<file path="config.mk">
export PLATFORM = sky130hd
export DESIGN_NAME = wisc_fetch_unit
export DESIGN_NICKNAME = d
export VERILOG_FILES = /design/src/rtl/wisc_fetch_unit.sv
export SDC_FILE = /design/constraint.sdc
export NUM_CORES = 1
export LEC_CHECK = 0
export BUFFER_PORTS_ARGS = -buffer_cell sky130_fd_sc_hd__buf_2
export CORE_UTILIZATION = 50
export CTS_BUF_LIST = sky130_fd_sc_hd__clkbuf_4 sky130_fd_sc_hd__clkbuf_8 sky130_fd_sc_hd__clkbuf_16
export CTS_CLUSTER_SIZE = 30
export DETAILED_ROUTE_END_ITERATION = 8
export PLACE_DENSITY = 0.9
export SLEW_MARGIN = 30
export SYNTH_ARGS = -nofsm -noshare
export SYNTH_HDL_FRONTEND = slang
export SYNTH_SLANG_ARGS = --single-unit
export TNS_END_PERCENT = 30
</file>
<file path="constraint.sdc">
create_clock -name clk -period 4.15 [get_ports clk]
set_input_delay 0 -clock clk [delete_from_list [all_inputs] [get_ports clk]]
set_output_delay 0 -clock clk [all_outputs]
set_load 0.005 [all_outputs]
</file>
<file path="src/rtl/wisc_fetch_unit.sv">
// ---------------------------------------------------------------------------
// wisc_fetch_unit
//   Instruction fetch and PC sequencing for the 16-bit WISC single-cycle core.
//   Fetches one word at a time over a req/ack handshake, presents it to the
//   decoder for exactly one EXEC cycle, then computes the next PC from the
//   decoder's halt/branch outputs, the flags and the register operand.
//
// Ports
//   clk, rst_n           core clock, asynchronous active-low reset
//   imem_req/addr        fetch request (held until ack) and byte address (= pc)
//   imem_ack/rdata       acknowledge with same-cycle instruction word
//   instr, instr_valid   latched instruction and its single-cycle valid
//   pc, pc_plus2         current instruction address and pc + 2
//   halt, BEn, Br        decoder sequencing controls
//   flags                {Z, V, N}
//   br_target_reg        rs contents for register branches
//   halted               core stopped until reset
// ---------------------------------------------------------------------------
module wisc_fetch_unit #(
  parameter logic [15:0] RESET_PC = 16'h0000
) (
  input  logic        clk,
  input  logic        rst_n,
  output logic        imem_req,
  output logic [15:0] imem_addr,
  input  logic        imem_ack,
  input  logic [15:0] imem_rdata,
  output logic [15:0] instr,
  output logic        instr_valid,
  output logic [15:0] pc,
  output logic [15:0] pc_plus2,
  input  logic        halt,
  input  logic        BEn,
  input  logic        Br,
  input  logic [2:0]  flags,
  input  logic [15:0] br_target_reg,
  output logic        halted
);

  typedef enum logic [1:0] {
    IDLE = 2'd0,
    REQ  = 2'd1,
    EXEC = 2'd2,
    HALT = 2'd3
  } state_e;

  state_e      state_q;
  logic [15:0] pc_q;
  logic [15:0] instr_q;
  logic        req_q;
  logic        valid_q;
  logic        halted_q;

  logic        flag_z, flag_v, flag_n;
  logic        cond_met;
  logic [15:0] pc_plus2_w;
  logic [15:0] br_offset;
  logic [15:0] br_target;
  logic [15:0] pc_d;

  assign flag_z     = flags[2];
  assign flag_v     = flags[1];
  assign flag_n     = flags[0];
  assign pc_plus2_w = pc_q + 16'd2;

  // Condition code evaluation for the latched branch instruction.
  // NOTE: every always_comb output gets a default first so no path can
  // leave it unassigned and infer a latch.
  always_comb begin
    cond_met = 1'b0;
    unique case (instr_q[11:9])
      3'b000: cond_met = !flag_z;
      3'b001: cond_met = flag_z;
      3'b010: cond_met = !flag_z && !flag_n;
      3'b011: cond_met = flag_n;
      3'b100: cond_met = flag_z || (!flag_z && !flag_n);
      3'b101: cond_met = flag_n || flag_z;
      3'b110: cond_met = flag_v;
      3'b111: cond_met = 1'b1;
      default: cond_met = 1'b0;
    endcase
  end

  // Sign-extended 9-bit word offset scaled to bytes; the bit shifted out of
  // the top is dropped, matching a 16-bit wrapping add.
  assign br_offset = {{6{instr_q[8]}}, instr_q[8:0], 1'b0};

  // Register branches force bit 0 low so the target is always word aligned.
  assign br_target = Br ? (br_target_reg & 16'hFFFE) : (pc_plus2_w + br_offset);
  assign pc_d      = (BEn && cond_met) ? br_target : pc_plus2_w;

  // Single sequencing FSM; outputs are registered alongside the state so
  // they change only on clock edges (and drop immediately on reset).
  // NOTE: sequential state uses non-blocking assignments so every register
  // samples pre-edge values regardless of statement order.
  always_ff @(posedge clk or negedge rst_n) begin
    if (!rst_n) begin
      state_q  <= IDLE;
      pc_q     <= RESET_PC;
      instr_q  <= 16'h0000;
      req_q    <= 1'b0;
      valid_q  <= 1'b0;
      halted_q <= 1'b0;
    end else begin
      unique case (state_q)
        IDLE: begin
          state_q <= REQ;
          req_q   <= 1'b1;
        end
        REQ: begin
          // Address is pc_q, which does not move while waiting for ack.
          if (imem_ack) begin
            instr_q <= imem_rdata;
            req_q   <= 1'b0;
            valid_q <= 1'b1;
            state_q <= EXEC;
          end
        end
        EXEC: begin
          valid_q <= 1'b0;
          // halt has priority over any branch; pc keeps pointing at HLT.
          if (halt) begin
            halted_q <= 1'b1;
            state_q  <= HALT;
          end else begin
            pc_q    <= pc_d;
            req_q   <= 1'b1;
            state_q <= REQ;
          end
        end
        HALT: begin
          state_q <= HALT;
        end
        default: begin
          state_q <= IDLE;
          req_q   <= 1'b0;
          valid_q <= 1'b0;
        end
      endcase
    end
  end

  assign imem_req    = req_q;
  assign imem_addr   = pc_q;
  assign instr       = instr_q;
  assign instr_valid = valid_q;
  assign pc          = pc_q;
  assign pc_plus2    = pc_plus2_w;
  assign halted      = halted_q;

endmodule
</file>
==> summary.md, run 1 <==
| Metric | Value |
|---|---|
| Most used DFF post-synth | `dfrtp_1` |
| Vias per Instance | `~6` |
| Crit Path Class | `flip-flop to flip-flop` |
| Final hold vios | `0` |
| Outcome | `finished clean` |
| Final period util | `between 70% and 80%` |
| Pwr dens | `between 300 and 400 nW/um^2` |
| Vias in the first global route | `between 2000 and 3000` |
| Leakage | `1.89 nW` |
| DR vias | `3093` |
| Pins over their slew limit | `0` |
| Buffers on Ports | `103` |
| CP max FO | `7` |
| Fraction of layout cells with a size suffix above 1 | `between 30% and 40%` |
| First-pass GRT wire length | `13.0 mm` |
| Multi-input logic area | `1910 um^2` |
| VDD IR max | `about 0.27 mV` |
| Clk_lat worst skew | `a little under 0.3 ns` |
| 1st-iter DRT viols | `approximately 180` |
| Hold slack | `around 0.075 ns` |
| Cell Rows | `28` |
| CP required | `about 4.4 ns` |
| Slew margin rel. | `~44%` |
| Clk sinks | `36` |
| Hold Path Class | `primary input to flip-flop` |
| Min Tclk post-route | `3.25 ns` |
| Async SR Flop Fraction | `100%` |
| Largest net degree at the start of global routing | `37` |
| Number of synthesized flops with an enable pin | `0` |
| Fmax achieved | `a little over 300 MHz` |
| GRT Total Usage | `roughly a quarter` |
| CTS Root Cell | `clkbuf_8` |
| RSZ-0062 raised after global routing | `no` |
| Post-Syn Area | `between 3000 and 4000 um^2` |
| Die area | `~6400 um^2` |
| Placer Congestion | `a little over 0.9` |
| #FFs+latches synth | `36` |
| Nets | `between 500 and 600` |
| Core footprint | `between 5000 and 6000 um^2` |
| Reg area | `around 900 um^2` |
| Post-CTS resize count | `0` |
| Die Width | `~80 um` |
| TritonCTS clock tree | `yes` |
| Remaining Overflow, GRT | `0` |
| Cell total after placement | `roughly 500` |
| Least-Margin Pin Slew | `0.836 ns` |
| Drt drc | `0` |
| TritonRoute pass-1 iters | `4` |
| Cell Area, Placed | `3480 um^2` |
| Fin cells | `~530` |
| Post-DP HPWL | `6.07 mm` |
| Crit path DAT | `3.45 ns` |
| Synth cell types | `64` |
| H-tree lvl count | `2` |
| Num CTS Buffers | `5` |
| Final setup vio count | `0` |
| Max-cap violation count | `0` |
| Clock transition at path regs | `roughly 0.080 ns` |
| Synthesized area per cell | `approximately 8.6 um^2` |
| Register area share after synthesis | `between 20% and 30%` |
| Area grow syn2layout | `22.9%` |
| Initial antenna violation count | `0` |
| Avg WL per Cell | `15.1 um` |
| Ant. Diodes | `0` |
| I/O pins | `roughly 110` |
| Final WL | `roughly 8.0 mm` |
| Critical path launch point type | `flip-flop` |
| Final ANT Viol Nets | `0` |
| Die H | `~80 um` |
| Initial core utilization | `51.7%` |
| Clock buffer depth | `2` |
| Post-route cell area | `approximately 3800 um^2` |
| Synthesis Warnings | `0` |
| CP Capture Type | `flip-flop` |
| Filler instances | `slightly below 500` |
| Fin Clk Skew | `0.00744 ns` |
| Final setup TNS | `0 ns` |
| Cells after Synth | `around 360` |
[through the flow]
stage	worst slack (ns)	utilization, %	total power [mW]
floorplan	1.27	-	0.893
global placement	1.03	58.8	1.05
detailed placement	0.943	58.8	1.07
CTS	0.916	63.6	1.33
global route	0.663	63.6	1.43
finish	0.904	63.6	1.33
[placed cells by master (no fill, tap or decap), types with 8 or more instances in the layout]
master / synthesis / routed
a21oi_1: 15 / 15
a21o_1: 9 / 9
nor2_1: 23 / 23
nor3_1: 8 / 8
inv_1: 15 / 15
nand2_1: 34 / 34
mux2_2: 16 / 16
nand3_1: 15 / 15
dfrtp_1: 36 / 36
dlygate4sd3_1: 0 / 20
buf_2: 6 / 103
ha_1: 18 / 18
xnor2_1: 10 / 10
mux2i_1: 9 / 9
o21ai_0: 23 / 23
[routing by layer]
layer | routed length [um] | vias up | global-route usage [%]
li1 | - | 1478 | -
met1 | 3250 | 1440 | 31.3
met2 | 3970 | 155 | 44.9
met3 | 611 | 20 | 5.00
met4 | 174 | 0 | 10.0
met5 | 0 | - | 0
[cells in the mapped netlist, types with 5 or more instances]
library cell	n	share of area [%]
a21o_1	9	2.2
a21oi_1	15	2.5
and3_1	5	1.0
buf_2	6	0.98
buf_4	18	4.4
clkbuf_1	7	0.86
dfrtp_1	36	29
ha_1	18	7.4
inv_1	15	1.8
mux2_2	16	5.9
mux2i_1	9	2.9
nand2_1	34	4.2
nand3_1	15	2.5
nand4_1	6	1.2
nor2_1	23	2.8
nor3_1	8	1.3
o21a_1	7	1.7
o21ai_0	23	3.8
o31ai_1	6	1.5
xnor2_1	10	2.9
xor2_1	7	2.0
[cells by family (layout without fill, tap and decap cells)]
kind of cell,count (synthesis),in the layout,synth area share (%)
AND/OR/NAND/NOR,112,112,18.0
AO/OA/AOI/OAI,96,96,22.2
buffers and inverters,49,146,8.54
flip-flops,36,36,29.4
multiplexers,25,25,8.82
adder cells (fa/ha/maj),19,19,8.01
XOR/XNOR,17,17,4.86
other,1,3,0.122
[final timing paths]
check	start	end	slack, ns	cells past startpoint
setup / recovery	imem_addr[1]$_DFFE_PN0P_	imem_addr[15]$_DFFE_PN0P_	0.90	11
hold / removal	br_target_reg[2]	imem_addr[2]$_DFFE_PN0P_	0.07	3
setup reg to reg	imem_addr[1]$_DFFE_PN0P_	imem_addr[15]$_DFFE_PN0P_	0.90	11
hold reg to reg	halted$_DFFE_PN0P_	halted$_DFFE_PN0P_	0.48	1
max in group asynchronous	rst_n	imem_addr[9]$_DFFE_PN0P_	3.25	2
min in group asynchronous	rst_n	imem_addr[14]$_DFFE_PN0P_	0.36	2
[worst max-delay path, stage by stage (launching register included)]
cell	delay [ns]
dfrtp_1	0.44
ha_1	0.28
nand3_1	0.17
or2_2	0.36
nor2_1	0.15
xor2_1	0.37
ha_1	0.35
a211o_1	0.29
nand2_1	0.08
mux2i_1	0.11
o311a_1	0.34
a311oi_2	0.23
[registers in the layout, indices dropped and copies added (netlist names)]
signal	flops
halted	1
instr_valid	1
imem_addr	15
imem_req	1
state_q	2
instr	16
[report_power, final]
| group | internal (mW) | total [mW] | switching, mW |
|---|---|---|---|
| clock | 0.114 | 0.241 | 0.127 |
| combinational | 0.290 | 0.612 | 0.322 |
| sequential | 0.403 | 0.475 | 0.0724 |
| total | 0.806 | 1.33 | 0.522 |
[what timing repair did]
item,4_1_cts,5_1_grt
hold endpoints to repair,54,0
setup buffers,0,0
hold buffers,20,0
[layout make-up]
class / count / area share (%)
Clock buffer: 5 / 1.83
Clock inverter: 2 / 0.332
Inverter: 15 / 1.50
Multi-Input combinational cell: 272 / 50.7
Sequential cell: 36 / 23.9
Tap cell: 75 / 2.49
Timing Repair Buffer: 124 / 19.2
(Power assumes the default switching activity.)
==> inputs of run 2 (changes only) <==
- clock period: 4.15 -> 3.1 ns (I/O delays scaled with it)
==> summary.md, run 2 (synthesis results as in run 1) <==
| Metric | Value |
|---|---|
| Outcome | `finished clean` |
| Max reg flops | `16` |
| Min Tclk post-route | `~2.9 ns` |
| Commonest non-fill, non-tap cells in the layout | `103 x buf_2, 35 x dfrtp_1, 34 x nand2_1` |
| Initial core utilization | `roughly 52%` |
| Buffers on Ports | `just over 100` |
| VDD IR max | `around 0.39 mV` |
| Reg-to-reg startpoint | `imem_addr[1]$_DFFE_PN0P_` |
| CP required | `between 3 and 4 ns` |
| Crit path capture | `imem_addr[15]$_DFFE_PN0P_` |
| 1st-iter DRT viols | `224` |
| Nets | `~520` |
| Remaining Overflow, GRT | `0` |
| CP max FO | `5` |
| Die H | `approximately 80 um` |
| Die Width | `about 80 um` |
| R2r worst-path depth | `12` |
| Placer Congestion | `between 0.9 and 1` |
| Cell Rows | `28` |
| Slew margin rel. | `around 45%` |
| Hold Path Class | `primary input to flip-flop` |
| Final WL | `~8.5 mm` |
| Cell total after placement | `slightly above 500` |
| CP Capture Type | `flip-flop` |
| Critical Path Start | `imem_addr[1]$_DFFE_PN0P_` |
| CTS Root Cell | `clkbuf_8` |
| Area grow syn2layout | `25.0%` |
| Initial antenna violation count | `0` |
| Post-DP HPWL | `approximately 6.2 mm` |
| Drt drc | `0` |
| Pins over their slew limit | `0` |
| Clock buffer depth | `2` |
| Total design power | `about 1.8 mW` |
| Largest net degree at the start of global routing | `37` |
| Leakage | `1.93 nW` |
| Clk sinks | `36` |
| Clock transition at path regs | `about 0.070 ns` |
| Critical path launch point type | `flip-flop` |
| Slowest stage cell on the critical path | `dfrtp_1` |
| Fin Clk Skew | `~0.0021 ns` |
| Cell Area, Placed | `3540 um^2` |
| Post-route cell area | `about 3800 um^2` |
| Core footprint | `roughly 6000 um^2` |
| TritonCTS clock tree | `yes` |
| Post-CTS Setup Bufs | `0` |
| Max-cap violation count | `0` |
| Fin cells | `~540` |
| H-tree lvl count | `2` |
| Die area | `6440 um^2` |
| Final period util | `between 90% and 100%` |
| Vias per Instance | `slightly below 6` |
| Vias in the first global route | `slightly above 3000` |
| I/O pins | `approximately 110` |
| Num CTS Buffers | `5` |
| Crit path DAT | `3.12 ns` |
| First-pass GRT wire length | `~14 mm` |
| Avg WL per Cell | `~16 um` |
| Fraction of layout cells with a size suffix above 1 | `about a third` |
| DR vias | `3130` |
| Leading cell type in the layout, fill and taps excluded | `buf_2` |
| TritonRoute pass-1 iters | `5` |
| Reg2reg end | `imem_addr[15]$_DFFE_PN0P_` |
| CP max stage delay | `between 0.3 and 0.4 ns` |
| R2R setup slack | `0.17 ns` |
| Least-Margin Pin Slew | `slightly above 0.8 ns` |
| Clk_lat worst skew | `0.28 ns` |
| Final ANT Viol Nets | `0` |
| Ant. Diodes | `0` |
| Final hold vios | `0` |
| GRT Total Usage | `~27%` |
| Pwr dens | `around 470 nW/um^2` |
| Filler instances | `approximately 490` |
| Final setup vio count | `0` |
| Fmax achieved | `between 300 and 400 MHz` |
| Critical Path, Cell by Cell | `ha_2, nand3_1, nor2_1, nand3_1, xnor2_2, ha_1, o21a_1, nor2_1, o21ai_1, o211a_1, o311a_1, a311oi_2` |
| Crit Path Class | `flip-flop to flip-flop` |
run 2: through the flow:
step | util, % | setup WS [ns] | hold WS, ns | setup TNS, ns
finish | 64.6 | 0.173 | 0.0134 | 0
detailed placement | 59.8 | 0.0836 | 0.138 | 0
global route | 64.6 | -0.0114 | 0.0215 | -0.0114
CTS | 64.4 | 0.0374 | 0.00865 | 0
floorplan | - | 0.222 | -0.296 | 0
global placement | 59.8 | 0.237 | 0.139 | 0
run 2: layout make-up:
cell class / count / area, um^2 / share of cell area, %
clock buffers: 5 / 68.8 / 1.80
clock inverters: 2 / 12.5 / 0.327
inverters: 15 / 56.3 / 1.47
multi-input cells: 272 / 1920 / 50.2
flip-flops and latches: 36 / 902 / 23.6
well taps: 75 / 93.8 / 2.45
repair buffers: 131 / 773 / 20.2
run 2: worst min-delay path by stage:
stage	slack (ns)	cells past startpoint	endpoint	from
final	0.01	3	halted$_DFFE_PN0P_	halt
after global routing	0.02	3	halted$_DFFE_PN0P_	halt
after CTS	0.009	3	halted$_DFFE_PN0P_	halt
after detailed placement	0.14	1	instr[11]$_DFFE_PN0P_	rst_n
after global placement	0.14	1	instr[11]$_DFFE_PN0P_	rst_n
after floorplan	-0.30	0	halted$_DFFE_PN0P_	rst_n
run 2: layer usage:
layer,wire (um),share of wire [%],vias up,GRT usage (%)
met5,0,0,-,0
met4,247,2.9,0,10.7
met3,571,6.7,23,4.20
met2,4190,49,161,48.5
met1,3500,41,1466,32.4
li1,-,-,1480,-
run 2: power by group:
part / switching [mW] / internal, mW / leakage [nW]
Combinational: 0.470 / 0.409 / 1.45
Clock: 0.165 / 0.152 / 0.0400
Sequential: 0.0807 / 0.539 / 0.435
Total: 0.716 / 1.10 / 1.93
run 2: what timing repair did:
item / 4_1_cts / 5_1_grt
setup endpoints to repair: 0 / 4
endpoints found under the hold margin: 53 / 0
hold buffers: 19 / 0
gates resized for setup: 0 / 5
run 2: critical path, delay by kind of cell (launching register included):
| kind | cells | cell delay, ns |
|---|---|---|
| AO/OA/AOI/OAI | 5 | 1.05 |
| AND/OR/NAND/NOR | 4 | 0.58 |
| adder cells (fa/ha/maj) | 2 | 0.56 |
| flip-flops | 1 | 0.36 |
| XOR/XNOR | 1 | 0.29 |
